<file path="src/rtl/cfg_write_arbiter_pkg.sv">
// Shared constants, register defaults and FSM encoding for the config write arbiter.
package cfg_pkg;

    localparam int NUM_REGS = 5;
    localparam int ADDR_W   = 7;
    localparam int DATA_W   = 8;

    localparam int ADDR_EN_OUT_LO = 0;
    localparam int ADDR_EN_OUT_HI = 1;
    localparam int ADDR_EN_PWM_LO = 2;
    localparam int ADDR_EN_PWM_HI = 3;
    localparam int ADDR_PWM_DUTY  = 4;

    localparam logic [DATA_W-1:0] REG_DEFAULT [NUM_REGS] = '{8'h00, 8'h00, 8'h00, 8'h00, 8'h80};

    typedef enum logic [1:0] {INIT, IDLE, COMMIT} state_t;

endpackage

</file>
<file path="src/rtl/cfg_write_arbiter_if.sv">
// Two-requester write bus; requesters sit on the master side, the arbiter on the slave side.
interface cfg_write_arbiter_if #(
    parameter int ADDR_W = cfg_pkg::ADDR_W,
    parameter int DATA_W = cfg_pkg::DATA_W
);
    logic              req0_valid;
    logic [ADDR_W-1:0] req0_addr;
    logic [DATA_W-1:0] req0_data;
    logic              req0_ready;
    logic              req1_valid;
    logic [ADDR_W-1:0] req1_addr;
    logic [DATA_W-1:0] req1_data;
    logic              req1_ready;

    modport master (
        output req0_valid, req0_addr, req0_data,
        output req1_valid, req1_addr, req1_data,
        input  req0_ready, req1_ready
    );

    modport slave (
        input  req0_valid, req0_addr, req0_data,
        input  req1_valid, req1_addr, req1_data,
        output req0_ready, req1_ready
    );
endinterface

</file>
<file path="src/rtl/cfg_write_arbiter_rr_arb2.sv">
// Two-way round-robin picker: combinational grant, registered last_grant.
module rr_arb2 (
    input  logic       clk,
    input  logic       rst_n,
    input  logic [1:0] req,
    input  logic       only_other,
    input  logic       take,
    output logic       gnt_any,
    output logic       gnt_idx,
    output logic       last_grant
);
    logic [1:0] elig;

    // While a commit is in flight only the requester not currently granted may follow it.
    assign elig    = only_other ? (req & (last_grant ? 2'b01 : 2'b10)) : req;
    assign gnt_any = |elig;
    assign gnt_idx = (&elig) ? ~last_grant : elig[1];

    always_ff @(posedge clk or negedge rst_n) begin
        if (!rst_n)
            last_grant <= 1'b1;
        else if (take && gnt_any)
            last_grant <= gnt_idx;
    end
endmodule

</file>
<file path="src/rtl/cfg_write_arbiter.sv">
// Config register bank with power-up default load and two-requester round-robin write arbitration.
module cfg_write_arbiter
    import cfg_pkg::*;
#(
    parameter int NUM_REGS = cfg_pkg::NUM_REGS,
    parameter int ADDR_W   = cfg_pkg::ADDR_W,
    parameter int DATA_W   = cfg_pkg::DATA_W,
    parameter bit INIT_EN  = 1'b1
) (
    input  logic              clk,
    input  logic              rst_n,
    cfg_write_arbiter_if.slave bus,
    output logic [DATA_W-1:0] en_reg_out_7_0,
    output logic [DATA_W-1:0] en_reg_out_15_8,
    output logic [DATA_W-1:0] en_reg_pwm_7_0,
    output logic [DATA_W-1:0] en_reg_pwm_15_8,
    output logic [DATA_W-1:0] pwm_duty_cycle,
    output logic              err_addr,
    output logic              init_busy
);
    localparam int     CNT_W     = (NUM_REGS > 1) ? $clog2(NUM_REGS) : 1;
    localparam state_t RST_STATE = INIT_EN ? INIT : IDLE;

    state_t                         state, state_nxt;
    logic [CNT_W-1:0]               init_cnt;
    logic [NUM_REGS-1:0][DATA_W-1:0] regs;
    logic [ADDR_W-1:0]              hold_addr;
    logic [DATA_W-1:0]              hold_data;
    logic [1:0]                     arb_req;
    logic                           arb_only_other, arb_take, arb_any, arb_idx, last_grant;

    // Requests are masked during INIT so they wait, still asserted, until IDLE.
    assign arb_req        = (state == INIT) ? 2'b00 : {bus.req1_valid, bus.req0_valid};
    assign arb_only_other = (state == COMMIT);

    rr_arb2 u_arb (
        .clk        (clk),
        .rst_n      (rst_n),
        .req        (arb_req),
        .only_other (arb_only_other),
        .take       (arb_take),
        .gnt_any    (arb_any),
        .gnt_idx    (arb_idx),
        .last_grant (last_grant)
    );

    always_ff @(posedge clk or negedge rst_n) begin
        if (!rst_n) begin
            state    <= RST_STATE;
            init_cnt <= '0;
        end else begin
            state <= state_nxt;
            if (state == INIT)
                init_cnt <= init_cnt + 1'b1;
        end
    end

    always_comb begin
        state_nxt = state;
        arb_take  = 1'b0;
        unique case (state)
            INIT: begin
                if (init_cnt == CNT_W'(NUM_REGS - 1))
                    state_nxt = IDLE;
            end
            IDLE, COMMIT: begin
                if (arb_any) begin
                    state_nxt = COMMIT;
                    arb_take  = 1'b1;
                end else begin
                    state_nxt = IDLE;
                end
            end
            default: state_nxt = IDLE;
        endcase
    end

    always_ff @(posedge clk or negedge rst_n) begin
        if (!rst_n) begin
            hold_addr <= '0;
            hold_data <= '0;
        end else if (arb_take) begin
            hold_addr <= arb_idx ? bus.req1_addr : bus.req0_addr;
            hold_data <= arb_idx ? bus.req1_data : bus.req0_data;
        end
    end

    // In COMMIT, last_grant already names the requester being served this cycle.
    assign bus.req0_ready = (state == COMMIT) && !last_grant;
    assign bus.req1_ready = (state == COMMIT) &&  last_grant;
    assign err_addr       = (state == COMMIT) && (hold_addr >= ADDR_W'(NUM_REGS));
    assign init_busy      = (state == INIT);

    always_ff @(posedge clk or negedge rst_n) begin
        if (!rst_n) begin
            regs <= '0;
        end else begin
            for (int k = 0; k < NUM_REGS; k++) begin
                if (state == INIT && init_cnt == CNT_W'(k))
                    regs[k] <= REG_DEFAULT[k];
                else if (state == COMMIT && hold_addr == ADDR_W'(k))
                    regs[k] <= hold_data;
            end
        end
    end

    assign en_reg_out_7_0  = regs[ADDR_EN_OUT_LO];
    assign en_reg_out_15_8 = regs[ADDR_EN_OUT_HI];
    assign en_reg_pwm_7_0  = regs[ADDR_EN_PWM_LO];
    assign en_reg_pwm_15_8 = regs[ADDR_EN_PWM_HI];
    assign pwm_duty_cycle  = regs[ADDR_PWM_DUTY];
endmodule

</file>
<file path="src/flat_wrapper.sv">
// flat-port wrapper written by rule: the top's interface ports become plain ports
module cfg_write_arbiter_flat import cfg_pkg::*;
#(
    parameter int NUM_REGS = cfg_pkg::NUM_REGS,
    parameter int ADDR_W   = cfg_pkg::ADDR_W,
    parameter int DATA_W   = cfg_pkg::DATA_W,
    parameter bit INIT_EN  = 1'b1
)
  (clk, rst_n, en_reg_out_7_0, en_reg_out_15_8, en_reg_pwm_7_0, en_reg_pwm_15_8, pwm_duty_cycle, err_addr, init_busy, bus_req0_valid, bus_req0_addr, bus_req0_data, bus_req1_valid, bus_req1_addr, bus_req1_data, bus_req0_ready, bus_req1_ready);
  cfg_write_arbiter_if #(.ADDR_W(ADDR_W), .DATA_W(DATA_W)) bus_i ();
  input  logic clk;
  input  logic rst_n;
  output logic [DATA_W-1:0] en_reg_out_7_0;
  output logic [DATA_W-1:0] en_reg_out_15_8;
  output logic [DATA_W-1:0] en_reg_pwm_7_0;
  output logic [DATA_W-1:0] en_reg_pwm_15_8;
  output logic [DATA_W-1:0] pwm_duty_cycle;
  output logic err_addr;
  output logic init_busy;
  input wire logic [$bits(bus_i.req0_valid)-1:0] bus_req0_valid;
  input wire logic [$bits(bus_i.req0_addr)-1:0] bus_req0_addr;
  input wire logic [$bits(bus_i.req0_data)-1:0] bus_req0_data;
  input wire logic [$bits(bus_i.req1_valid)-1:0] bus_req1_valid;
  input wire logic [$bits(bus_i.req1_addr)-1:0] bus_req1_addr;
  input wire logic [$bits(bus_i.req1_data)-1:0] bus_req1_data;
  output wire logic [$bits(bus_i.req0_ready)-1:0] bus_req0_ready;
  output wire logic [$bits(bus_i.req1_ready)-1:0] bus_req1_ready;
  assign bus_i.req0_valid = bus_req0_valid;
  assign bus_i.req0_addr = bus_req0_addr;
  assign bus_i.req0_data = bus_req0_data;
  assign bus_i.req1_valid = bus_req1_valid;
  assign bus_i.req1_addr = bus_req1_addr;
  assign bus_i.req1_data = bus_req1_data;
  assign bus_req0_ready = bus_i.req0_ready;
  assign bus_req1_ready = bus_i.req1_ready;
  cfg_write_arbiter #(.NUM_REGS(NUM_REGS), .ADDR_W(ADDR_W), .DATA_W(DATA_W), .INIT_EN(INIT_EN)) u_core (.clk(clk), .rst_n(rst_n), .bus(bus_i), .en_reg_out_7_0(en_reg_out_7_0), .en_reg_out_15_8(en_reg_out_15_8), .en_reg_pwm_7_0(en_reg_pwm_7_0), .en_reg_pwm_15_8(en_reg_pwm_15_8), .pwm_duty_cycle(pwm_duty_cycle), .err_addr(err_addr), .init_busy(init_busy));
endmodule
</file>
<file path="config.mk">
export PLATFORM = sky130hd
export DESIGN_NAME = cfg_write_arbiter_flat
export DESIGN_NICKNAME = d
export VERILOG_FILES = /design/src/rtl/cfg_write_arbiter_pkg.sv /design/src/rtl/cfg_write_arbiter_if.sv /design/src/rtl/cfg_write_arbiter_rr_arb2.sv /design/src/rtl/cfg_write_arbiter.sv /design/src/flat_wrapper.sv
export SDC_FILE = /design/constraint.sdc
export NUM_CORES = 1
export LEC_CHECK = 0
export ABC_AREA = 1
export CORE_ASPECT_RATIO = 0.5
export CORE_MARGIN = 3
export CORE_UTILIZATION = 45
export CTS_BUF_LIST = sky130_fd_sc_hd__clkbuf_8
export DETAILED_ROUTE_END_ITERATION = 10
export GPL_TIMING_DRIVEN = 0
export HOLD_SLACK_MARGIN = 0.1
export PLACE_DENSITY = 0.74
export SLEW_MARGIN = 25
export SYNTH_ARGS = -nofsm -noshare
export SYNTH_HDL_FRONTEND = slang
export SYNTH_SLANG_ARGS = --single-unit
</file>
<file path="constraint.sdc">
create_clock -name clk -period 4.28 [get_ports clk]
set_input_delay 0.428 -clock clk [delete_from_list [all_inputs] [get_ports clk]]
set_output_delay 0.428 -clock clk [all_outputs]
set_load 0.005 [all_outputs]
</file>
==> results of run 1 <==
-- worst min path at each step --
stage | from | to
finish | rst_n | u_core.en_reg_pwm_15_8[4]
global route | rst_n | u_core.hold_data[6]
CTS | rst_n | u_core.hold_data[6]
detailed placement | rst_n | u_core.hold_data[4]
global placement | u_core.hold_addr[5] | u_core.hold_addr[5]
floorplan | rst_n | u_core.en_reg_out_15_8[0]
-- per-stage QoR --
stage	setup slack, ps	std cells	area, sq um	total power, mW	util
4_1_cts	1680	546	4220	2.86	0.667
3_5_place_dp	2070	529	3980	2.25	0.628
3_3_place_gp	1000	528	3950	2.20	0.624
6_report	1680	546	4220	2.85	0.667
5_1_grt	1540	546	4220	3.06	0.667
2_1_floorplan	2730	363	3070	1.70	-
-- routing by layer --
| layer | vias to the layer above | track usage |
|---|---|---|
| li1 | 1419 | - |
| met1 | 1299 | 0.302 |
| met2 | 101 | 0.332 |
| met3 | 16 | 0.0549 |
| met4 | 0 | 0.0893 |
| met5 | - | 0 |
-- area by class of cell --
| type | count | area, sq um | area share |
|---|---|---|---|
| Timing Repair Buffer | 79 | 806 | 0.191 |
| Tap cell | 88 | 110 | 0.0261 |
| Clock buffer | 11 | 151 | 0.0359 |
| Inverter | 20 | 75.1 | 0.0178 |
| Sequential cell | 61 | 1530 | 0.362 |
| Buffer | 16 | 98.8 | 0.0234 |
| Multi-Input combinational cell | 266 | 1370 | 0.325 |
| Clock inverter | 5 | 82.6 | 0.0196 |
-- registers in the layout (all words and copies together) (netlist names), 3 cells and up --
register,count
u_core.init_cnt,3
u_core.hold_addr,7
u_core.pwm_duty_cycle,8
u_core.hold_data,8
u_core.en_reg_pwm_15_8,8
u_core.en_reg_out_7_0,8
u_core.en_reg_pwm_7_0,8
u_core.en_reg_out_15_8,8
-- worst max-delay path, cell delays in order, from the launching register on --
cell	delay, ps
sky130_fd_sc_hd__dfrtp_1	360
sky130_fd_sc_hd__inv_1	110
sky130_fd_sc_hd__ha_1	320
sky130_fd_sc_hd__nand2_2	200
sky130_fd_sc_hd__clkbuf_1	250
sky130_fd_sc_hd__inv_1	100
sky130_fd_sc_hd__clkdlybuf4s50_1	500
-- layout by cell type, fill, tap and decap left out, drive strengths merged, types with 5 or more instances in the layout --
master           n
nand4           54
nor2             8
o21ai            5
nand3           49
buf             17
inv             20
clkbuf          12
nand2          139
ha               7
dfrtp           60
clkdlybuf4s50   76
-- power groups by stage --
stage	sequential [mW]	combinational [mW]	clock [mW]
final	1.03	1.23	0.594
after global routing	1.06	1.38	0.624
after CTS	1.03	1.23	0.600
after detailed placement	1.04	1.22	0
after global placement	1.02	1.18	0
after floorplan	0.978	0.721	0
-- cell families after synthesis --
family                     Yosys count  share of synthesized area
AOI/OAI and AO/OA                    7                     0.0155
xor gates and xnor gates             1                    0.00285
adders and majority gates            7                     0.0285
buffers and inverters               36                     0.0566
DFF                                 61                      0.497
and+or+nand+nor                    251                      0.399
-- repair_timing --
| action | in CTS | in global routing |
|---|---|---|
| hold buffers | 1 | 0 |
| buffers inserted | 0 | 0 |
| hold endpoints to repair | 13 | 0 |
==> report_table.html, run 1 <==
<table>
<tr><th>Metric</th><th>Value</th></tr>
<tr><th colspan="2">Outcome</th></tr>
<tr><td>Status</td><td>finished clean</td></tr>
<tr><th colspan="2">Synthesis</th></tr>
<tr><td>Nets in the synthesized netlist</td><td>404</td></tr>
<tr><td>Number of synthesized register bits</td><td>61</td></tr>
<tr><td>Yosys Warn Count</td><td>0</td></tr>
<tr><td>Top post-synthesis cells by area</td><td>sky130_fd_sc_hd__dfrtp_1, sky130_fd_sc_hd__nand2_1, sky130_fd_sc_hd__nand4_1, sky130_fd_sc_hd__nand3_1, sky130_fd_sc_hd__ha_1</td></tr>
<tr><td>Cell type contributing the most total cell area after synthesis</td><td>sky130_fd_sc_hd__dfrtp_1</td></tr>
<tr><td>Most common flop cell mapped by yosys</td><td>sky130_fd_sc_hd__dfrtp_1</td></tr>
<tr><td>Count of cell types in the netlist</td><td>24</td></tr>
<tr><td>Area share of the largest cell type after synthesis</td><td>0.489</td></tr>
<tr><td>Share of the yosys chip area belonging to registers</td><td>0.497</td></tr>
<tr><td>Number of flops mapped to enable cells by yosys</td><td>0</td></tr>
<tr><td>Synth top cells by count</td><td>sky130_fd_sc_hd__nand2_1, sky130_fd_sc_hd__dfrtp_1, sky130_fd_sc_hd__nand4_1, sky130_fd_sc_hd__nand3_1, sky130_fd_sc_hd__inv_1</td></tr>
<tr><td>Post-synthesis async set-or-reset flop share</td><td>1.00</td></tr>
<tr><td>Combined area of all synthesized cells</td><td>0.00307 sq mm</td></tr>
<tr><td>Most numerous cell in the Yosys netlist</td><td>sky130_fd_sc_hd__nand2_1</td></tr>
<tr><td>Number of instances in the synthesized netlist</td><td>363</td></tr>
<tr><td>Post-synthesis average cell area</td><td>8.46 sq um</td></tr>
<tr><th colspan="2">Routing</th></tr>
<tr><td>Routed wl met2</td><td>3450 microns</td></tr>
<tr><td>Via-to-Cell Ratio</td><td>5.19</td></tr>
<tr><td>Detailed router's first-iteration violation count</td><td>165</td></tr>
<tr><td>WL/cell</td><td>14.5 microns</td></tr>
<tr><td>Count of vias placed by the detailed router</td><td>2835</td></tr>
<tr><td>Met3 wire length</td><td>604 microns</td></tr>
<tr><td>Topmost layer with routed signal wires</td><td>met4</td></tr>
<tr><td>Number of routed nets with antenna violations</td><td>0</td></tr>
<tr><td>Residual DRC count</td><td>0</td></tr>
<tr><td>Routed metal-1 wirelength</td><td>3730 microns</td></tr>
<tr><td>Detailed-router iteration count before antenna repair</td><td>4</td></tr>
<tr><td>Final routed wirelength across all metal layers</td><td>7930 microns</td></tr>
<tr><th colspan="2">Global routing</th></tr>
<tr><td>Wire length of the first global-routing pass</td><td>13500 microns</td></tr>
<tr><td>Maximum number of pins on one net before global-route repair</td><td>48</td></tr>
<tr><td>Initial antenna violation count</td><td>0</td></tr>
<tr><td>GRT Total Usage</td><td>0.219</td></tr>
<tr><td>Via count of the first global-routing pass</td><td>2857</td></tr>
<tr><td>Overflow after GRT</td><td>0</td></tr>
<tr><th colspan="2">Worst setup path</th></tr>
<tr><td>Launching point of the worst reg2reg path</td><td>u_core.state[0]</td></tr>
<tr><td>Worst setup EP type</td><td>primary output</td></tr>
<tr><td>End point of the critical path</td><td>bus_req1_ready</td></tr>
<tr><td>Category of the critical setup timing path</td><td>reg -&gt; out</td></tr>
<tr><td>CP Data Required Time</td><td>3850 ps</td></tr>
<tr><td>Depth of the worst register-to-register path</td><td>8</td></tr>
<tr><td>CP Max Fanout</td><td>10</td></tr>
<tr><td>Worst reg2reg endpoint</td><td>u_core.en_reg_out_7_0[3]</td></tr>
<tr><td>Type of origin of the critical path</td><td>register</td></tr>
<tr><td>Register-to-register setup slack</td><td>2480 ps</td></tr>
<tr><td>Arrival @ worst endpoint</td><td>2170 ps</td></tr>
<tr><td>Critical Path Source</td><td>u_core.state[0]</td></tr>
<tr><th colspan="2">Power and ir drop</th></tr>
<tr><td>Net Switching</td><td>1.13 mW</td></tr>
<tr><td>Proportion of total power due to net switching</td><td>0.397</td></tr>
<tr><td>Power per cell area</td><td>676 mW/mm^2</td></tr>
<tr><td>Cell Int Power</td><td>1.72 mW</td></tr>
<tr><td>Worst-case vdd ir drop</td><td>0.304 mV</td></tr>
<tr><td>Clock group share of total power</td><td>0.208</td></tr>
<tr><td>Combinational power share</td><td>0.429</td></tr>
<tr><td>Flop pwr share</td><td>0.362</td></tr>
<tr><td>Static leakage</td><td>2.12 nW</td></tr>
<tr><th colspan="2">Placed design</th></tr>
<tr><td>HPWL Detailed</td><td>5890 microns</td></tr>
<tr><td>Weighted congestion at the end of routability-driven global placement</td><td>0.877</td></tr>
<tr><td>Port Buffer Count</td><td>77</td></tr>
<tr><th colspan="2">CTS</th></tr>
<tr><td>Number of resized instances in the post-cts repair step</td><td>0</td></tr>
<tr><td>Clock latency of the later-clocked register in the worst-skew pair</td><td>350 ps</td></tr>
<tr><td>Clock tree from TritonCTS</td><td>yes</td></tr>
<tr><td>Clk root buf</td><td>sky130_fd_sc_hd__clkbuf_8</td></tr>
<tr><td>Buffer depth of the longest clock path</td><td>2</td></tr>
<tr><td>Total number of clock tree sinks</td><td>61</td></tr>
<tr><td>Clock input transition at the sequential cells of the worst setup and hold paths</td><td>70 ps</td></tr>
<tr><td>H-tree depth</td><td>3</td></tr>
<tr><td>Number of CTS-inserted buffers</td><td>9</td></tr>
<tr><th colspan="2">Timing</th></tr>
<tr><td>Total negative slack</td><td>0 ps</td></tr>
<tr><td>Min cycle time layout</td><td>2600 ps</td></tr>
<tr><td>Fmax achieved</td><td>385 MHz</td></tr>
<tr><td>Final max-slew violation count</td><td>0</td></tr>
<tr><td>Unrepaired setup endpoints after global routing</td><td>false</td></tr>
<tr><td>Worst hold margin</td><td>471 ps</td></tr>
<tr><td>Fin crit share</td><td>0.607</td></tr>
<tr><td>Final-report hold violation count</td><td>0</td></tr>
<tr><td>Worst-margin pin slew</td><td>458 ps</td></tr>
<tr><td>Remaining max-slew budget at the tightest pin</td><td>0.694</td></tr>
<tr><td>Final setup skew</td><td>6.13 ps</td></tr>
<tr><td>Total setup violations reported at the end of the flow</td><td>0</td></tr>
<tr><th colspan="2">Floorplanning</th></tr>
<tr><td>Die outline area</td><td>0.00791 sq mm</td></tr>
<tr><td>Die height</td><td>64.4 microns</td></tr>
<tr><td>Number of placement rows</td><td>20</td></tr>
<tr><td>Width of the chip</td><td>123 microns</td></tr>
<tr><td>Initial core utilization</td><td>0.485</td></tr>
<tr><td>Number of top-level pins</td><td>78</td></tr>
<tr><td>Area of the placeable core</td><td>0.00633 sq mm</td></tr>
<tr><th colspan="2">Job</th></tr>
<tr><td>Reported max-cap violation count</td><td>0</td></tr>
<tr><th colspan="2">Layout</th></tr>
<tr><td>Layout overhead on the synthesized area</td><td>37.4%</td></tr>
<tr><td>Total of fill cells in the finished design</td><td>520</td></tr>
<tr><td>Layout cells sized above 1</td><td>0.124</td></tr>
<tr><td>Post-layout nets</td><td>494</td></tr>
<tr><td>Count of inserted antenna diode cells</td><td>0</td></tr>
<tr><th colspan="2">Worst hold path</th></tr>
<tr><td>Path class of the lowest-slack min-delay path</td><td>in -&gt; async</td></tr>
</table>
No activity file was read; power rests on OpenSTA's default activity.
==> run 2, diff against run 1 <==
- PLACE_DENSITY: 0.74 -> 0.77
- clock period: 4.28 -> 2.1 ns (I/O delays scaled with it)
==> run 2 against run 1 <==
Against the previous run:
- clock-buffer cell count decreased by 2
- final cell count unchanged
- die area unchanged
- sequential cell count unchanged
- wire length decreased by 5.1%
- global-route usage decreased by 1.4 points
- worst setup slack got worse by 1600 ps
- combinational power increased by 110%
- clock power increased by 120%
- sequential share of layout area decreased by 0.41 points
- critical path type unchanged
==> report_table.html, run 2 (synthesis results as in run 1) <==
<table>
<tr><th>Metric</th><th>Value</th></tr>
<tr><th colspan="2">Outcome</th></tr>
<tr><td>Status</td><td>finished clean</td></tr>
<tr><th colspan="2">Layout</th></tr>
<tr><td>Commonest cells after routing, fill and taps aside</td><td>sky130_fd_sc_hd__nand2_1, sky130_fd_sc_hd__clkdlybuf4s50_1, sky130_fd_sc_hd__dfrtp_1</td></tr>
<tr><td>Post-layout nets</td><td>494 (unchanged)</td></tr>
<tr><td>Layout cells sized above 1</td><td>0.131 (+0.00655)</td></tr>
<tr><td>Post-route standard cell area excluding fillers</td><td>0.00427 sq mm (+1.2%)</td></tr>
<tr><td>Commonest non-fill, non-tap cell in the layout</td><td>sky130_fd_sc_hd__nand2_1</td></tr>
<tr><td>Count of inserted antenna diode cells</td><td>0 (unchanged)</td></tr>
<tr><td>Post-Layout Cell Count</td><td>546 (unchanged)</td></tr>
<tr><td>Layout overhead on the synthesized area</td><td>39.0%</td></tr>
<tr><td>Layout Utilization</td><td>0.675 (+0.00771)</td></tr>
<tr><th colspan="2">Floorplanning</th></tr>
<tr><td>Number of top-level pins</td><td>78 (unchanged)</td></tr>
<tr><td>Width of the chip</td><td>123 microns (unchanged)</td></tr>
<tr><td>Die height</td><td>64.4 microns (unchanged)</td></tr>
<tr><td>Number of placement rows</td><td>20 (unchanged)</td></tr>
<tr><td>Initial core utilization</td><td>0.485 (unchanged)</td></tr>
<tr><td>Die outline area</td><td>0.00791 sq mm (unchanged)</td></tr>
<tr><td>Area of the placeable core</td><td>0.00633 sq mm (unchanged)</td></tr>
<tr><th colspan="2">Worst setup path</th></tr>
<tr><td>Worst setup EP type</td><td>primary output</td></tr>
<tr><td>Arrival @ worst endpoint</td><td>1800 ps (-370 ps)</td></tr>
<tr><td>Most common cell on crit path</td><td>sky130_fd_sc_hd__inv_1</td></tr>
<tr><td>Register-to-register setup slack</td><td>370 ps (-2110 ps)</td></tr>
<tr><td>Slowest cell on crit path</td><td>sky130_fd_sc_hd__clkdlybuf4s50_1</td></tr>
<tr><td>Category of the critical setup timing path</td><td>reg -&gt; out</td></tr>
<tr><td>Critical path's top delay family</td><td>buffers and inverters</td></tr>
<tr><td>Cell-by-cell listing of the critical path</td><td>inv_1 -&gt; ha_4 -&gt; inv_1 -&gt; a31oi_2 -&gt; clkdlybuf4s50_1</td></tr>
<tr><td>Highest cell delay on the worst timing path</td><td>530 ps (+30 ps)</td></tr>
<tr><td>CP Max Fanout</td><td>5 (-5)</td></tr>
<tr><td>Type of origin of the critical path</td><td>register</td></tr>
<tr><td>Buf+Inv Stages, Crit Path</td><td>3 (-1)</td></tr>
<tr><td>CP Data Required Time</td><td>1890 ps (-1960 ps)</td></tr>
<tr><th colspan="2">Timing</th></tr>
<tr><td>Worst setup slack after layout</td><td>86.6 ps (-1590 ps)</td></tr>
<tr><td>Fin crit share</td><td>0.959</td></tr>
<tr><td>Final max-slew violation count</td><td>0 (unchanged)</td></tr>
<tr><td>Worst-margin pin slew</td><td>449 ps (-8.34 ps)</td></tr>
<tr><td>Total negative slack</td><td>0 ps (unchanged)</td></tr>
<tr><td>Total setup violations reported at the end of the flow</td><td>0 (unchanged)</td></tr>
<tr><td>Final setup skew</td><td>9.85 ps (+3.73 ps)</td></tr>
<tr><td>Min cycle time layout</td><td>2010 ps</td></tr>
<tr><td>Remaining max-slew budget at the tightest pin</td><td>0.699 (+0.00558)</td></tr>
<tr><td>Fmax achieved</td><td>497 MHz</td></tr>
<tr><td>Final-report hold violation count</td><td>0 (unchanged)</td></tr>
<tr><td>Unrepaired setup endpoints after global routing</td><td>false</td></tr>
<tr><th colspan="2">Placed design</th></tr>
<tr><td>HPWL Detailed</td><td>5510 microns (-6.5%)</td></tr>
<tr><td>Cell Count Post-Placement</td><td>529 (unchanged)</td></tr>
<tr><td>Area after detailed placement</td><td>0.00398 sq mm (unchanged)</td></tr>
<tr><td>Port Buffer Count</td><td>77 (unchanged)</td></tr>
<tr><td>Weighted congestion at the end of routability-driven global placement</td><td>0.756 (-14%)</td></tr>
<tr><td>Setup Slack @ Placement</td><td>136 ps (-1930 ps)</td></tr>
<tr><th colspan="2">Routing</th></tr>
<tr><td>Detailed-router iteration count before antenna repair</td><td>4 (unchanged)</td></tr>
<tr><td>Count of vias placed by the detailed router</td><td>2762 (-2.6%)</td></tr>
<tr><td>Residual DRC count</td><td>0 (unchanged)</td></tr>
<tr><td>Final routed wirelength across all metal layers</td><td>7520 microns (-5.1%)</td></tr>
<tr><td>WL/cell</td><td>13.8 microns (-5.1%)</td></tr>
<tr><td>Number of routed nets with antenna violations</td><td>0 (unchanged)</td></tr>
<tr><td>Via-to-Cell Ratio</td><td>5.06 (-2.6%)</td></tr>
<tr><td>Detailed router's first-iteration violation count</td><td>207 (+25%)</td></tr>
<tr><th colspan="2">Global routing</th></tr>
<tr><td>Initial antenna violation count</td><td>0 (unchanged)</td></tr>
<tr><td>Wire length of the first global-routing pass</td><td>12600 microns (-7.0%)</td></tr>
<tr><td>Via count of the first global-routing pass</td><td>2573 (-9.9%)</td></tr>
<tr><td>GRT Total Usage</td><td>0.206 (-0.0136)</td></tr>
<tr><td>Overflow after GRT</td><td>0 (unchanged)</td></tr>
<tr><td>Maximum number of pins on one net before global-route repair</td><td>46 (-4.2%)</td></tr>
<tr><th colspan="2">CTS</th></tr>
<tr><td>Number of CTS-inserted buffers</td><td>9 (unchanged)</td></tr>
<tr><td>Total number of clock tree sinks</td><td>61 (unchanged)</td></tr>
<tr><td>Clock latency of the later-clocked register in the worst-skew pair</td><td>350 ps (about the same)</td></tr>
<tr><td>Buffer depth of the longest clock path</td><td>2 (unchanged)</td></tr>
<tr><td>H-tree depth</td><td>3 (unchanged)</td></tr>
<tr><td>Clk root buf</td><td>sky130_fd_sc_hd__clkbuf_8</td></tr>
<tr><td>Clock input transition at the sequential cells of the worst setup and hold paths</td><td>70 ps (about the same)</td></tr>
<tr><td>Clock tree from TritonCTS</td><td>yes</td></tr>
<tr><th colspan="2">Power and ir drop</th></tr>
<tr><td>Power per cell area</td><td>1390 mW/mm^2 (+110%)</td></tr>
<tr><td>Static leakage</td><td>2.14 nW (+1.1%)</td></tr>
<tr><td>Worst-case vdd ir drop</td><td>0.688 mV (+130%)</td></tr>
<tr><th colspan="2">Job</th></tr>
<tr><td>Reported max-cap violation count</td><td>0 (unchanged)</td></tr>
<tr><th colspan="2">Worst hold path</th></tr>
<tr><td>Path class of the lowest-slack min-delay path</td><td>in -&gt; async</td></tr>
</table>
==> run 2: changes by cell type in the layout (fill, tap and decap cells not counted), sizes merged <==
cell      previous run  this run
clkinv               0         4
bufinv               2         3
buf                 17        18
inv                 20        19
clkinvlp             3         1
clkbuf              12         9
==> run 2: final timing paths <==
path	cells after the start	endpoint	start
worst min-delay path	2	u_core.en_reg_out_7_0[1]	rst_n
worst max-delay path	5	err_addr	u_core.state[0]
worst max register to register	7	u_core.en_reg_pwm_15_8[0]	u_core.state[0]
min in group clk	5	u_core.hold_addr[4]	bus_req0_addr[4]
worst min register to register	2	u_core.hold_addr[6]	u_core.hold_addr[6]
max in group asynchronous	3	u_core.u_arb.last_grant	rst_n
==> run 2: power breakdown <==
group | switching, mW | internal, mW | leakage [nW] | total, mW
registers | 0.464 | 1.64 | 0.810 | 2.10
logic | 1.36 | 1.17 | 1.21 | 2.53
clock network | 0.493 | 0.793 | 0.120 | 1.29
total | 2.32 | 3.60 | 2.14 | 5.92
==> run 2: through the flow <==
step / total power [mW] / hold slack, ps
final: 5.92 / 268
after global routing: 6.37 / 286
after CTS: 5.89 / 262
after detailed placement: 4.57 / 93.0
after global placement: 4.51 / 467
after floorplan: 3.46 / -85.6
==> run 2: cell type report <==
class                           instances  area, sq um
Fill cell                             539         2060
Sequential cell                        61         1530
Multi-Input combinational cell        266         1390
Timing Repair Buffer                   81          821
Clock buffer                            9          124
Clock inverter                          7          124
Tap cell                               88          110
Buffer                                 14         90.1
Inverter                               20         80.1
==> run 2: timing repair <==
action                                 CTS  global route
hold buffers                             1             0
endpoints found under the hold margin   60             0
cloned                                   0             0
setup buffers                            0             2
resized for setup                        4             2
setup endpoints to repair                2             1
==> run 2: per-layer routing <==
metal / up-vias / GRT usage / share of wire
met4: 0 / 0.0697 / 0.015
li1: 1424 / - / -
met3: 12 / 0.0488 / 0.077
met1: 1237 / 0.305 / 0.49
met5: - / 0 / 0
met2: 89 / 0.294 / 0.42
